[src/rtl/graph_mem_pkg.sv]
// rtl/graph_mem_pkg.sv - shared types and constants for the graph memory arbiter
package graph_mem_pkg;
  localparam int NUM_REQ_DEFAULT = 2;
  localparam int MEM_DATA_W      = 32;

  typedef logic [$clog2(NUM_REQ_DEFAULT)-1:0] req_id_t;
endpackage

[src/rtl/graph_mem_arbiter_if.sv]
// rtl/graph_mem_arbiter_if.sv - requester and graph_memory signals of one arbiter instance
interface graph_mem_arbiter_if
  import graph_mem_pkg::*;
#(
  parameter int NUM_REQ    = NUM_REQ_DEFAULT,
  parameter int ADDR_WIDTH = 32,
  parameter int DATA_WIDTH = MEM_DATA_W,
  parameter int DEPTH      = 4
);
  logic [NUM_REQ-1:0]      req_valid_in;
  logic [ADDR_WIDTH-1:0]   req_addr_in [NUM_REQ];
  logic [NUM_REQ-1:0]      gnt_out;
  logic [NUM_REQ-1:0]      resp_valid_out;
  logic [DATA_WIDTH-1:0]   resp_data_out;
  logic                    mem_valid_out;
  logic [ADDR_WIDTH-1:0]   mem_req_out;
  logic                    mem_valid_in;
  logic [DATA_WIDTH-1:0]   mem_data_in;
  logic [$clog2(DEPTH):0]  occupancy_out;
  logic                    err_out;

  modport master (
    input  req_valid_in, req_addr_in, mem_valid_in, mem_data_in,
    output gnt_out, resp_valid_out, resp_data_out, mem_valid_out, mem_req_out,
           occupancy_out, err_out
  );

  modport slave (
    output req_valid_in, req_addr_in, mem_valid_in, mem_data_in,
    input  gnt_out, resp_valid_out, resp_data_out, mem_valid_out, mem_req_out,
           occupancy_out, err_out
  );
endinterface

[src/rtl/graph_mem_arbiter_tag_fifo.sv]
// rtl/graph_mem_arbiter_tag_fifo.sv - in-order FIFO of requester ids for outstanding reads
module tag_fifo
  import graph_mem_pkg::*;
#(
  parameter int WIDTH = $bits(req_id_t),
  parameter int DEPTH = 4
) (
  input  logic                   clk_in,
  input  logic                   rst_in,
  input  logic                   push_in,
  input  logic [WIDTH-1:0]       push_data_in,
  input  logic                   pop_in,
  output logic [WIDTH-1:0]       head_out,
  output logic [$clog2(DEPTH):0] count_out,
  output logic                   full_out,
  output logic                   empty_out
);
  localparam int PTR_W = $clog2(DEPTH);
  localparam int CNT_W = PTR_W + 1;

  logic [WIDTH-1:0] store_q [DEPTH];
  logic [PTR_W-1:0] wr_ptr_q, wr_ptr_d;
  logic [PTR_W-1:0] rd_ptr_q, rd_ptr_d;
  logic [CNT_W-1:0] count_q, count_d;
  logic             do_push, do_pop;

  assign full_out  = (count_q == CNT_W'(DEPTH));
  assign empty_out = (count_q == '0);
  assign count_out = count_q;
  assign head_out  = store_q[rd_ptr_q];

  always_comb begin
    do_push  = push_in && !full_out;
    do_pop   = pop_in && !empty_out;
    // Pointers wrap naturally at DEPTH (power of two); count tells full from empty.
    wr_ptr_d = wr_ptr_q + PTR_W'(do_push);
    rd_ptr_d = rd_ptr_q + PTR_W'(do_pop);
    count_d  = count_q + CNT_W'(do_push) - CNT_W'(do_pop);
  end

  always_ff @(posedge clk_in) begin
    if (rst_in) begin
      wr_ptr_q <= '0;
      rd_ptr_q <= '0;
      count_q  <= '0;
    end else begin
      wr_ptr_q <= wr_ptr_d;
      rd_ptr_q <= rd_ptr_d;
      count_q  <= count_d;
    end
  end

  always_ff @(posedge clk_in) begin
    if (do_push) begin
      store_q[wr_ptr_q] <= push_data_in;
    end
  end
endmodule

[src/rtl/graph_mem_arbiter.sv]
// rtl/graph_mem_arbiter.sv - round-robin sharing of one graph_memory read port among requesters
module graph_mem_arbiter
  import graph_mem_pkg::*;
#(
  parameter int NUM_REQ    = NUM_REQ_DEFAULT,
  parameter int ADDR_WIDTH = 32,
  parameter int DATA_WIDTH = MEM_DATA_W,
  parameter int DEPTH      = 4
) (
  input  logic               clk_in,
  input  logic               rst_in,
  graph_mem_arbiter_if.master bus
);
  localparam int ID_W  = $clog2(NUM_REQ);
  localparam int CNT_W = $clog2(DEPTH) + 1;

  logic [ID_W-1:0]       ptr_q, ptr_d;
  logic                  mem_valid_q, mem_valid_d;
  logic [ADDR_WIDTH-1:0] mem_req_q, mem_req_d;
  logic [NUM_REQ-1:0]    resp_valid_q, resp_valid_d;
  logic [DATA_WIDTH-1:0] resp_data_q, resp_data_d;
  logic                  err_q, err_d;

  logic [NUM_REQ-1:0]    gnt;
  logic [ID_W-1:0]       win_id, scan_id, head_id;
  logic [ID_W:0]         scan_sum;
  logic                  win_found, push, pop;
  logic [CNT_W-1:0]      count;
  logic                  full, empty;

  tag_fifo #(.WIDTH(ID_W), .DEPTH(DEPTH)) u_tag_fifo (
    .clk_in       (clk_in),
    .rst_in       (rst_in),
    .push_in      (push),
    .push_data_in (win_id),
    .pop_in       (pop),
    .head_out     (head_id),
    .count_out    (count),
    .full_out     (full),
    .empty_out    (empty)
  );

  // Scan from ptr cyclically; a full tag FIFO blocks grants even if a pop lands this cycle.
  always_comb begin
    win_found = 1'b0;
    win_id    = '0;
    scan_sum  = '0;
    scan_id   = '0;
    gnt       = '0;
    for (int k = 0; k < NUM_REQ; k++) begin
      scan_sum = {1'b0, ptr_q} + (ID_W+1)'(k);
      if (scan_sum >= (ID_W+1)'(NUM_REQ)) begin
        scan_sum = scan_sum - (ID_W+1)'(NUM_REQ);
      end
      scan_id = scan_sum[ID_W-1:0];
      if (!win_found && bus.req_valid_in[scan_id]) begin
        win_found = 1'b1;
        win_id    = scan_id;
      end
    end
    if (!rst_in && !full && win_found) begin
      gnt[win_id] = 1'b1;
    end
  end

  always_comb begin
    push         = |gnt;
    pop          = bus.mem_valid_in && !empty;
    mem_valid_d  = push;
    mem_req_d    = mem_req_q;
    ptr_d        = ptr_q;
    if (push) begin
      mem_req_d = bus.req_addr_in[win_id];
      ptr_d     = (win_id == ID_W'(NUM_REQ - 1)) ? '0 : win_id + ID_W'(1);
    end
    resp_valid_d = pop ? (NUM_REQ'(1) << head_id) : '0;
    resp_data_d  = pop ? bus.mem_data_in : resp_data_q;
    err_d        = err_q || (bus.mem_valid_in && empty);
  end

  always_ff @(posedge clk_in) begin
    if (rst_in) begin
      ptr_q        <= '0;
      mem_valid_q  <= 1'b0;
      mem_req_q    <= '0;
      resp_valid_q <= '0;
      resp_data_q  <= '0;
      err_q        <= 1'b0;
    end else begin
      ptr_q        <= ptr_d;
      mem_valid_q  <= mem_valid_d;
      mem_req_q    <= mem_req_d;
      resp_valid_q <= resp_valid_d;
      resp_data_q  <= resp_data_d;
      err_q        <= err_d;
    end
  end

  assign bus.gnt_out        = gnt;
  assign bus.mem_valid_out  = mem_valid_q;
  assign bus.mem_req_out    = mem_req_q;
  assign bus.resp_valid_out = resp_valid_q;
  assign bus.resp_data_out  = resp_data_q;
  assign bus.occupancy_out  = count;
  assign bus.err_out        = err_q;
endmodule

[src/flat_wrapper.sv]
// flat-port wrapper written by rule: the top's interface ports become plain ports
module graph_mem_arbiter_flat import graph_mem_pkg::*;
#(
  parameter int NUM_REQ    = NUM_REQ_DEFAULT,
  parameter int ADDR_WIDTH = 32,
  parameter int DATA_WIDTH = MEM_DATA_W,
  parameter int DEPTH      = 4
)
  (clk_in, rst_in, bus_req_valid_in, bus_req_addr_in, bus_mem_valid_in, bus_mem_data_in, bus_gnt_out, bus_resp_valid_out, bus_resp_data_out, bus_mem_valid_out, bus_mem_req_out, bus_occupancy_out, bus_err_out);
  graph_mem_arbiter_if #(.NUM_REQ(NUM_REQ), .ADDR_WIDTH(ADDR_WIDTH), .DATA_WIDTH(DATA_WIDTH), .DEPTH(DEPTH)) bus_i ();
  input  logic clk_in;
  input  logic rst_in;
  input wire logic [$bits(bus_i.req_valid_in)-1:0] bus_req_valid_in;
  input wire logic [$bits(bus_i.req_addr_in)-1:0] bus_req_addr_in;
  input wire logic [$bits(bus_i.mem_valid_in)-1:0] bus_mem_valid_in;
  input wire logic [$bits(bus_i.mem_data_in)-1:0] bus_mem_data_in;
  output wire logic [$bits(bus_i.gnt_out)-1:0] bus_gnt_out;
  output wire logic [$bits(bus_i.resp_valid_out)-1:0] bus_resp_valid_out;
  output wire logic [$bits(bus_i.resp_data_out)-1:0] bus_resp_data_out;
  output wire logic [$bits(bus_i.mem_valid_out)-1:0] bus_mem_valid_out;
  output wire logic [$bits(bus_i.mem_req_out)-1:0] bus_mem_req_out;
  output wire logic [$bits(bus_i.occupancy_out)-1:0] bus_occupancy_out;
  output wire logic [$bits(bus_i.err_out)-1:0] bus_err_out;
  assign bus_i.req_valid_in = bus_req_valid_in;
  assign bus_i.req_addr_in = {>>{bus_req_addr_in}};
  assign bus_i.mem_valid_in = bus_mem_valid_in;
  assign bus_i.mem_data_in = bus_mem_data_in;
  assign bus_gnt_out = bus_i.gnt_out;
  assign bus_resp_valid_out = bus_i.resp_valid_out;
  assign bus_resp_data_out = bus_i.resp_data_out;
  assign bus_mem_valid_out = bus_i.mem_valid_out;
  assign bus_mem_req_out = bus_i.mem_req_out;
  assign bus_occupancy_out = bus_i.occupancy_out;
  assign bus_err_out = bus_i.err_out;
  graph_mem_arbiter #(.NUM_REQ(NUM_REQ), .ADDR_WIDTH(ADDR_WIDTH), .DATA_WIDTH(DATA_WIDTH), .DEPTH(DEPTH)) u_core (.clk_in(clk_in), .rst_in(rst_in), .bus(bus_i));
endmodule
[config.mk]
export PLATFORM = sky130hd
export DESIGN_NAME = graph_mem_arbiter_flat
export DESIGN_NICKNAME = d
export VERILOG_FILES = /design/src/rtl/graph_mem_pkg.sv /design/src/rtl/graph_mem_arbiter_if.sv /design/src/rtl/graph_mem_arbiter_tag_fifo.sv /design/src/rtl/graph_mem_arbiter.sv /design/src/flat_wrapper.sv
export SDC_FILE = /design/constraint.sdc
export NUM_CORES = 1
export LEC_CHECK = 0
export CAP_MARGIN = 0
export CELL_PAD_IN_SITES_DETAIL_PLACEMENT = 1
export CELL_PAD_IN_SITES_GLOBAL_PLACEMENT = 1
export CORE_MARGIN = 5
export CORE_UTILIZATION = 29
export CTS_CLUSTER_SIZE = 25
export DETAILED_ROUTE_END_ITERATION = 10
export PLACE_DENSITY = 0.8
export SETUP_SLACK_MARGIN = 0.5
export SYNTH_ARGS = -nofsm -noshare
export SYNTH_HDL_FRONTEND = slang
export SYNTH_HIERARCHICAL = 1
export SYNTH_SLANG_ARGS = --single-unit
[constraint.sdc]
create_clock -name clk_in -period 3.63 [get_ports clk_in]
set_input_delay 0.726 -clock clk_in [delete_from_list [all_inputs] [get_ports clk_in]]
set_output_delay 0.726 -clock clk_in [all_outputs]
set_load 0.01 [all_outputs]
# After elaboration in Yosys (flattened, before gate mapping)
# Memory sizes are Yosys's and may differ from the RTL's. A register that Yosys moved wholly into a read port is not among the register bits.
# Index checks and enable logic that the tools add are counted.
[totals] regBits=76 latch_bits=0 ram_bits=4 mem_bits_ro=0 in_bits=101 wordCells=65 memories=1
[classes] n_addsub=8 multipliers=0 div=0 n_lt_le_gt_ge=7 n_eq_ne=1 shifts=1 muxes=20 bitwise=2 n_reduce_logical=16
[memory_table] memory="u_core.u_tag_fifo.store_q" depth=4 word_bits=1 read_ports=1 rd_clocked_by_memory_dff=1 wr=1 line="graph_mem_arbiter_tag_fifo.sv:21" rtl="logic [WIDTH-1:0] store_q [DEPTH];"
[ops] cell="two-way mux 32 bit" n=3
[ops] cell="two-way mux 1 bit" n=14
[ops] cell="logical AND 1 bit" n=8
[ops] cell="less-than comparator 1 x 2 -> 1 bit, second input constant" n=3
[ops] cell="adder 2 x 1 -> 2 bit" n=2
[ops] cell=">= comparator 2 bit, second input constant" n=2
[ops] cell="logical NOT 1 bit" n=4
[ops] cell="two-way mux 2 bit" n=2
[ops] cell="OR reduction 2 bit" n=2
[ops] cell="adder 3 x 1 -> 3 bit" n=1
[ops] cell="equality test 3 bit, second input constant" n=1
[ops] cell="logical NOT 3 bit" n=1
[ops] cell="subtractor 3 x 1 -> 3 bit" n=1
[ops] cell="adder 1 x 1 -> 2 bit, second input constant" n=1
[ops] cell=">= comparator 1 x 2 -> 1 bit, second input constant" n=1
[ops] cell="inverter 1 -> 2 bit" n=1
[ops] cell="left shift 1 x 1 -> 2 bit, first input constant" n=1
[ops] cell="subtractor 1 bit, second input constant" n=2
[ops] cell="adder 1 bit, second input constant" n=1
[ops] cell="demux 1 bit (select 1 bit)" n=1
[ops] cell=">= comparator 1 bit, second input constant" n=1
[ops] cell="logical OR 1 bit" n=1
[ops] cell="inverter 1 bit" n=1

# Depth between registers and ports, before layout
[logic_depth] word_depth=17 ltp_mapped=14

# Hierarchy
# The synthesis kept the hierarchy.
[by_module_without_submodules] mod="graph_mem_arbiter" instances=1 cells_per_inst=351 area_each_um2=3007.9 seq_area_each_um2=1381.3
[by_module_without_submodules] mod="tag_fifo" instances=1 cells_per_inst=40 area_each_um2=506.7 seq_area_each_um2=260.2

# Worst setup path after synthesis
# OpenSTA, ideal clock, no wires.
[synth_timing] path_kind="in2reg" startpoint="in bus_req_valid_in[1]" endpoint="reg u_core.u_tag_fifo.count_q[2] (netlist: u_core/u_tag_fifo/count_out[2])" setup_ns=0.115 arrival_time_ns=2.715 slack_ns=0.800 stages=14 path_buffers=4 cell_sequence="buf_6 or2_0 buf_2 and2_4 buf_6 buf_6 nand2b_4 inv_2 xnor2_1 ha_1 fa_1 xnor2_1 xnor2_1 nor2_1"
[synth_via] elab_chain_cells=15
[synth_rtl] element="start, declared" line="flat_wrapper.sv:13" rtl="input wire logic [$bits(bus_i.req_valid_in)-1:0] bus_req_valid_in;"
[synth_rtl] element="two-way mux 1 bit (implied by the code) (2 in series)" line="graph_mem_arbiter.sv:56" rtl="if (!win_found && bus.req_valid_in[scan_id]) begin"
[synth_rtl] element="two-way mux 1 bit" line="graph_mem_arbiter.sv:56"
[synth_rtl] element="logical NOT 1 bit" line="graph_mem_arbiter.sv:56"
[synth_rtl] element="logical AND 1 bit" line="graph_mem_arbiter.sv:56"
[synth_rtl] element="two-way mux 1 bit" line="graph_mem_arbiter.sv:56"
[synth_rtl] element="less-than comparator 1 x 2 -> 1 bit (implied by the code) / >= comparator 1 bit (equally long branches)" line="graph_mem_arbiter.sv:62" rtl="gnt[win_id] = 1'b1;"
[synth_rtl] element="logical AND 1 bit (implied by the code)" line="graph_mem_arbiter.sv:62"
[synth_rtl] element="two-way mux 1 bit (implied by the code)" line="graph_mem_arbiter.sv:62"
[synth_rtl] element="demux 1 bit (select 1 bit)"
[synth_rtl] element="two-way mux 2 bit (*)" line="graph_mem_arbiter.sv:61" rtl="if (!rst_in && !full && win_found) begin"
[synth_rtl] element="OR reduction 2 bit (*)" line="graph_mem_arbiter.sv:67" rtl="push = |gnt;"
[synth_rtl] element="via u_core.mem_valid_d" line="graph_mem_arbiter.sv:18" rtl="logic mem_valid_q, mem_valid_d;"
[synth_rtl] element="logical AND 1 bit (*)" line="graph_mem_arbiter_tag_fifo.sv:33" rtl="do_push = push_in && !full_out;"
[synth_rtl] element="adder 3 x 1 -> 3 bit (*)" line="graph_mem_arbiter_tag_fifo.sv:38" rtl="count_d = count_q + CNT_W'(do_push) - CNT_W'(do_pop);"
[synth_rtl] element="subtractor 3 x 1 -> 3 bit (*)" line="graph_mem_arbiter_tag_fifo.sv:38"
[synth_rtl] element="end signal, assigned" line="graph_mem_arbiter_tag_fifo.sv:49" rtl="count_q <= count_d;"
[synth_rtl] element="end, declared" line="graph_mem_arbiter_tag_fifo.sv:24" rtl="logic [CNT_W-1:0] count_q, count_d;"
# Mark *: on every way through the listed nets, which the timed path passes. The rest lies on a longest branch. The select of a mux whose other input is x is not followed.
# A chain may end at the register's enable or synchronous reset.

# Final worst setup path
[layout_timing] startpoint="in bus_req_valid_in[1]" endpoint="out bus_gnt_out[1]"
[layout_via] elab_chain_cells=11
[layout_rtl] element="two-way mux 1 bit (implied by the code) (2 in series)" line="graph_mem_arbiter.sv:56"
[layout_rtl] element="two-way mux 1 bit" line="graph_mem_arbiter.sv:56"
[layout_rtl] element="logical NOT 1 bit" line="graph_mem_arbiter.sv:56"
[layout_rtl] element="logical AND 1 bit" line="graph_mem_arbiter.sv:56"
[layout_rtl] element="two-way mux 1 bit" line="graph_mem_arbiter.sv:56"
[layout_rtl] element="less-than comparator 1 x 2 -> 1 bit (implied by the code) / >= comparator 1 bit (equally long branches)" line="graph_mem_arbiter.sv:62"
[layout_rtl] element="logical AND 1 bit (implied by the code)" line="graph_mem_arbiter.sv:62"
[layout_rtl] element="two-way mux 1 bit (implied by the code)" line="graph_mem_arbiter.sv:62"
[layout_rtl] element="demux 1 bit (select 1 bit)"
[layout_rtl] element="two-way mux 2 bit (*)" line="graph_mem_arbiter.sv:61"
[layout_rtl] element="end, declared" line="flat_wrapper.sv:17" rtl="output wire logic [$bits(bus_i.gnt_out)-1:0] bus_gnt_out;"
# Mark *: on every way between the ends. The rest lies on a longest branch, timed or not. The select of a mux whose other input is x is not followed.

==> reports/qor.yml <==
status: "completed"
synth-seq-cells: 80
cp-end-kind: "output port"
cts_buffer_depth: 2
synthAdderAreaFrac: 0.0128
routed_wl_mm: 12.1
drc: 0
synth.top_cell.area_share: 0.433
io_buffer_count: 173
cts_hold_buf: 0
die_x_um: 120
regToRegStartpoint: "u_core/u_tag_fifo/count_out[2]"
async_flop_share: 0
coreArea_mm2: 0.0120
rows: 40
clkSinkCount: 80
netlist_instances: 391
yosys-top-cells-area: "dfxtp_1, a311oi_2, a21oi_1"
met1_usage: 0.189
grt_pass1_wl_mm: 19.3
fin_nets: 649
p_per_area_mw_per_mm2: 563
yosysMostFrequentCell: "dfxtp_1"
dp_hpwl_mm: 8.78
synth_edf_count: 4
grt_overflow: 0
worstPathCellList: "clkdlybuf4s50_1 > buf_8 > and3_1 > clkdlybuf4s50_1"
maxCapViolCount: 0
n_antenna_cell: 0
clock_latency_ns: 0.33
ant_nets: 0
synth_top_family_by_area: "compound AO/OA/AOI/OAI gates"
num_io_pins: 174
ys_warn_count: 6
netlist_area_mm2: 0.00351
die-area_mm2: 0.0144
min_period_ns: 3.05
post_cts_buffers: 0
cp.required_ns: 2.90
tightest_slew_ns: 0.971
ys_types: 33
area_delta_synth_final_pct: 59.4
cp_common_cell: "clkdlybuf4s50_1"
ys_seq_area_frac: 0.467
grt_use_total: 0.165
hp-start: "u_core/bus.resp_data_out[25]"
synth_xor_area_frac: 0.0150
fin_crit_sh: 0.841
rsz0062_at_grt: "true"
fmax_mhz: 328
vias: 3535
die_h_um: 120
p_leak_nw: 1.92
use_met3: 0.0566
initial_core_util: 0.294
start_kind: "input pin"
via_per_inst: 5.07
relSlewSlack: 0.353
synth-compound-area-share: 0.275
synthSimpleGateAreaFrac: 0.166
yosys.area.top_type: "dfxtp_1"
hold_viol: 0
grt_max_degree: 76
r2r_setup_slack_ns: 1.28
use_met2: 0.283
crit_fanout: 33
startpoint: "bus_req_valid_in[1]"
drtIter0Drc: 148
cpPeakStageDelay_ns: 0.56
cts_max_level: 3
grt_pass1_vias: 3792
clkTransAtPathRegs_ns: 0.06
min_path_type: "flop to flop"
synth_commonest_cells: "dfxtp_1, a21oi_1, nand2_1, clkbuf_1"
dr.pass1.iters: 4
cts_tree: "yes"
post-route-util: 0.468
synth_flop_cell: "dfxtp_1"
synth_nets: 495
critPathKind: "input pin to output port"
tns_ns: 0
cts-root-buf: "clkbuf_16"
irDropWorstVdd_v: 0.000180
top_usage_layer: "met2"
antenna_found_initial: 0
critPathSlowestCell: "clkdlybuf4s50_1"
slew_viol_final: 0
clock_skew_ns: 0.00779
worstPathArrival_ns: 2.33
gp_congestion: 0.813
avgSynthCellArea_um2: 8.99
cts_buffers: 9
avgRoutedWirePerCell_um: 17.3
setup_viol_count_final: 0
drive_gt1_frac: 0.109
synthMuxAreaShare: 0.00641
## layout by cell type, fill, tap and decap left out, drive strengths merged
cell           count
edfxtp             4
dfxtp             76
clkinv             2
or2                1
xnor2              4
buf               11
o21ai             32
clkdlybuf4s50    172
inv                4
and2               2
nor2b              5
ha                 2
nor2               7
mux4               1
a311oi            32
nor3b              4
a21oi             66
nand2b             4
and3               2
nand2             64
xor2               2
fa                 1
o311ai             1
clkbuf            14
o31ai              1
nand3             32
nor3               4
## sequential cells by signal, summed over array words and instances, names as in the netlist
| register | cells |
|---|---|
| u_core/bus.mem_req_out | 32 |
| u_core/ptr_q | 1 |
| u_core/u_tag_fifo/count_out | 3 |
| u_core/u_tag_fifo/wr_ptr_q | 2 |
| u_core/bus.err_out | 1 |
| u_core/u_tag_fifo/store_q | 4 |
| u_core/bus.resp_valid_out | 2 |
| u_core/bus.resp_data_out | 32 |
| u_core/bus.mem_valid_out | 1 |
| u_core/u_tag_fifo/rd_ptr_q | 2 |
## where the power goes
part / leakage, nW / internal [mW] / switching, mW / total, mW
clock: 0.137 / 0.501 / 0.338 / 0.839
combinational: 1.12 / 0.584 / 0.564 / 1.15
sequential: 0.661 / 1.05 / 0.113 / 1.17
total: 1.92 / 2.14 / 1.01 / 3.15
## critical path: cells and delay by family
family | cells | cell delay (ns)
buf+inv | 3 | 1.37
simple gates | 1 | 0.23
## metrics by stage
stage	area, µm²	worst slack [ns]	power [mW]	hold slack, ns	std cells
final	5600	0.577	3.15	0.455	697
after global routing	5600	0.485	3.36	0.472	697
after CTS	5600	0.528	3.21	0.461	697
after detailed placement	5320	0.471	2.35	0.453	681
after global placement	5320	0.503	2.31	0.441	681
after floorplan	3510	0.800	1.79	0.481	391
## layout make-up
| cell class | instances | area (µm²) |
|---|---|---|
| multi-input combinational | 267 | 1670 |
| sequential | 80 | 1640 |
| clock inverter | 2 | 13.8 |
| inverter | 4 | 15.0 |
| timing repair buffer | 183 | 1810 |
| fill | 1381 | 6360 |
| clock buffer | 14 | 264 |
| tap | 147 | 184 |
## logic make-up after synthesis
family / count (synthesis)
XOR/XNOR: 6
AO/OA/AOI/OAI: 132
AND/OR/NAND/NOR: 125
adder cells (fa/ha/maj): 3
flip-flops: 80
multiplexers: 1
buffers and inverters: 44
## timing repair
action | CTS | global route
gates cloned | 0 | 0
endpoints found under the setup margin | 1 | 1
gates resized for setup | 1 | 1
## worst paths after layout
check / to / cells past startpoint
worst min-delay path: u_core/bus.resp_data_out[25] / 2
worst max-delay path: bus_gnt_out[1] / 4
worst min register to register: u_core/bus.resp_data_out[25] / 2
worst max register to register: u_core/u_tag_fifo/count_out[2] / 11
## per-layer routing
| layer | vias up | part of all wire |
|---|---|---|
| met4 | 0 | 0.023 |
| met5 | - | 0 |
| met3 | 23 | 0.084 |
| met1 | 1670 | 0.41 |
| met2 | 143 | 0.49 |
| li1 | 1699 | - |
Note: power is estimated with default switching activity, not from simulation.
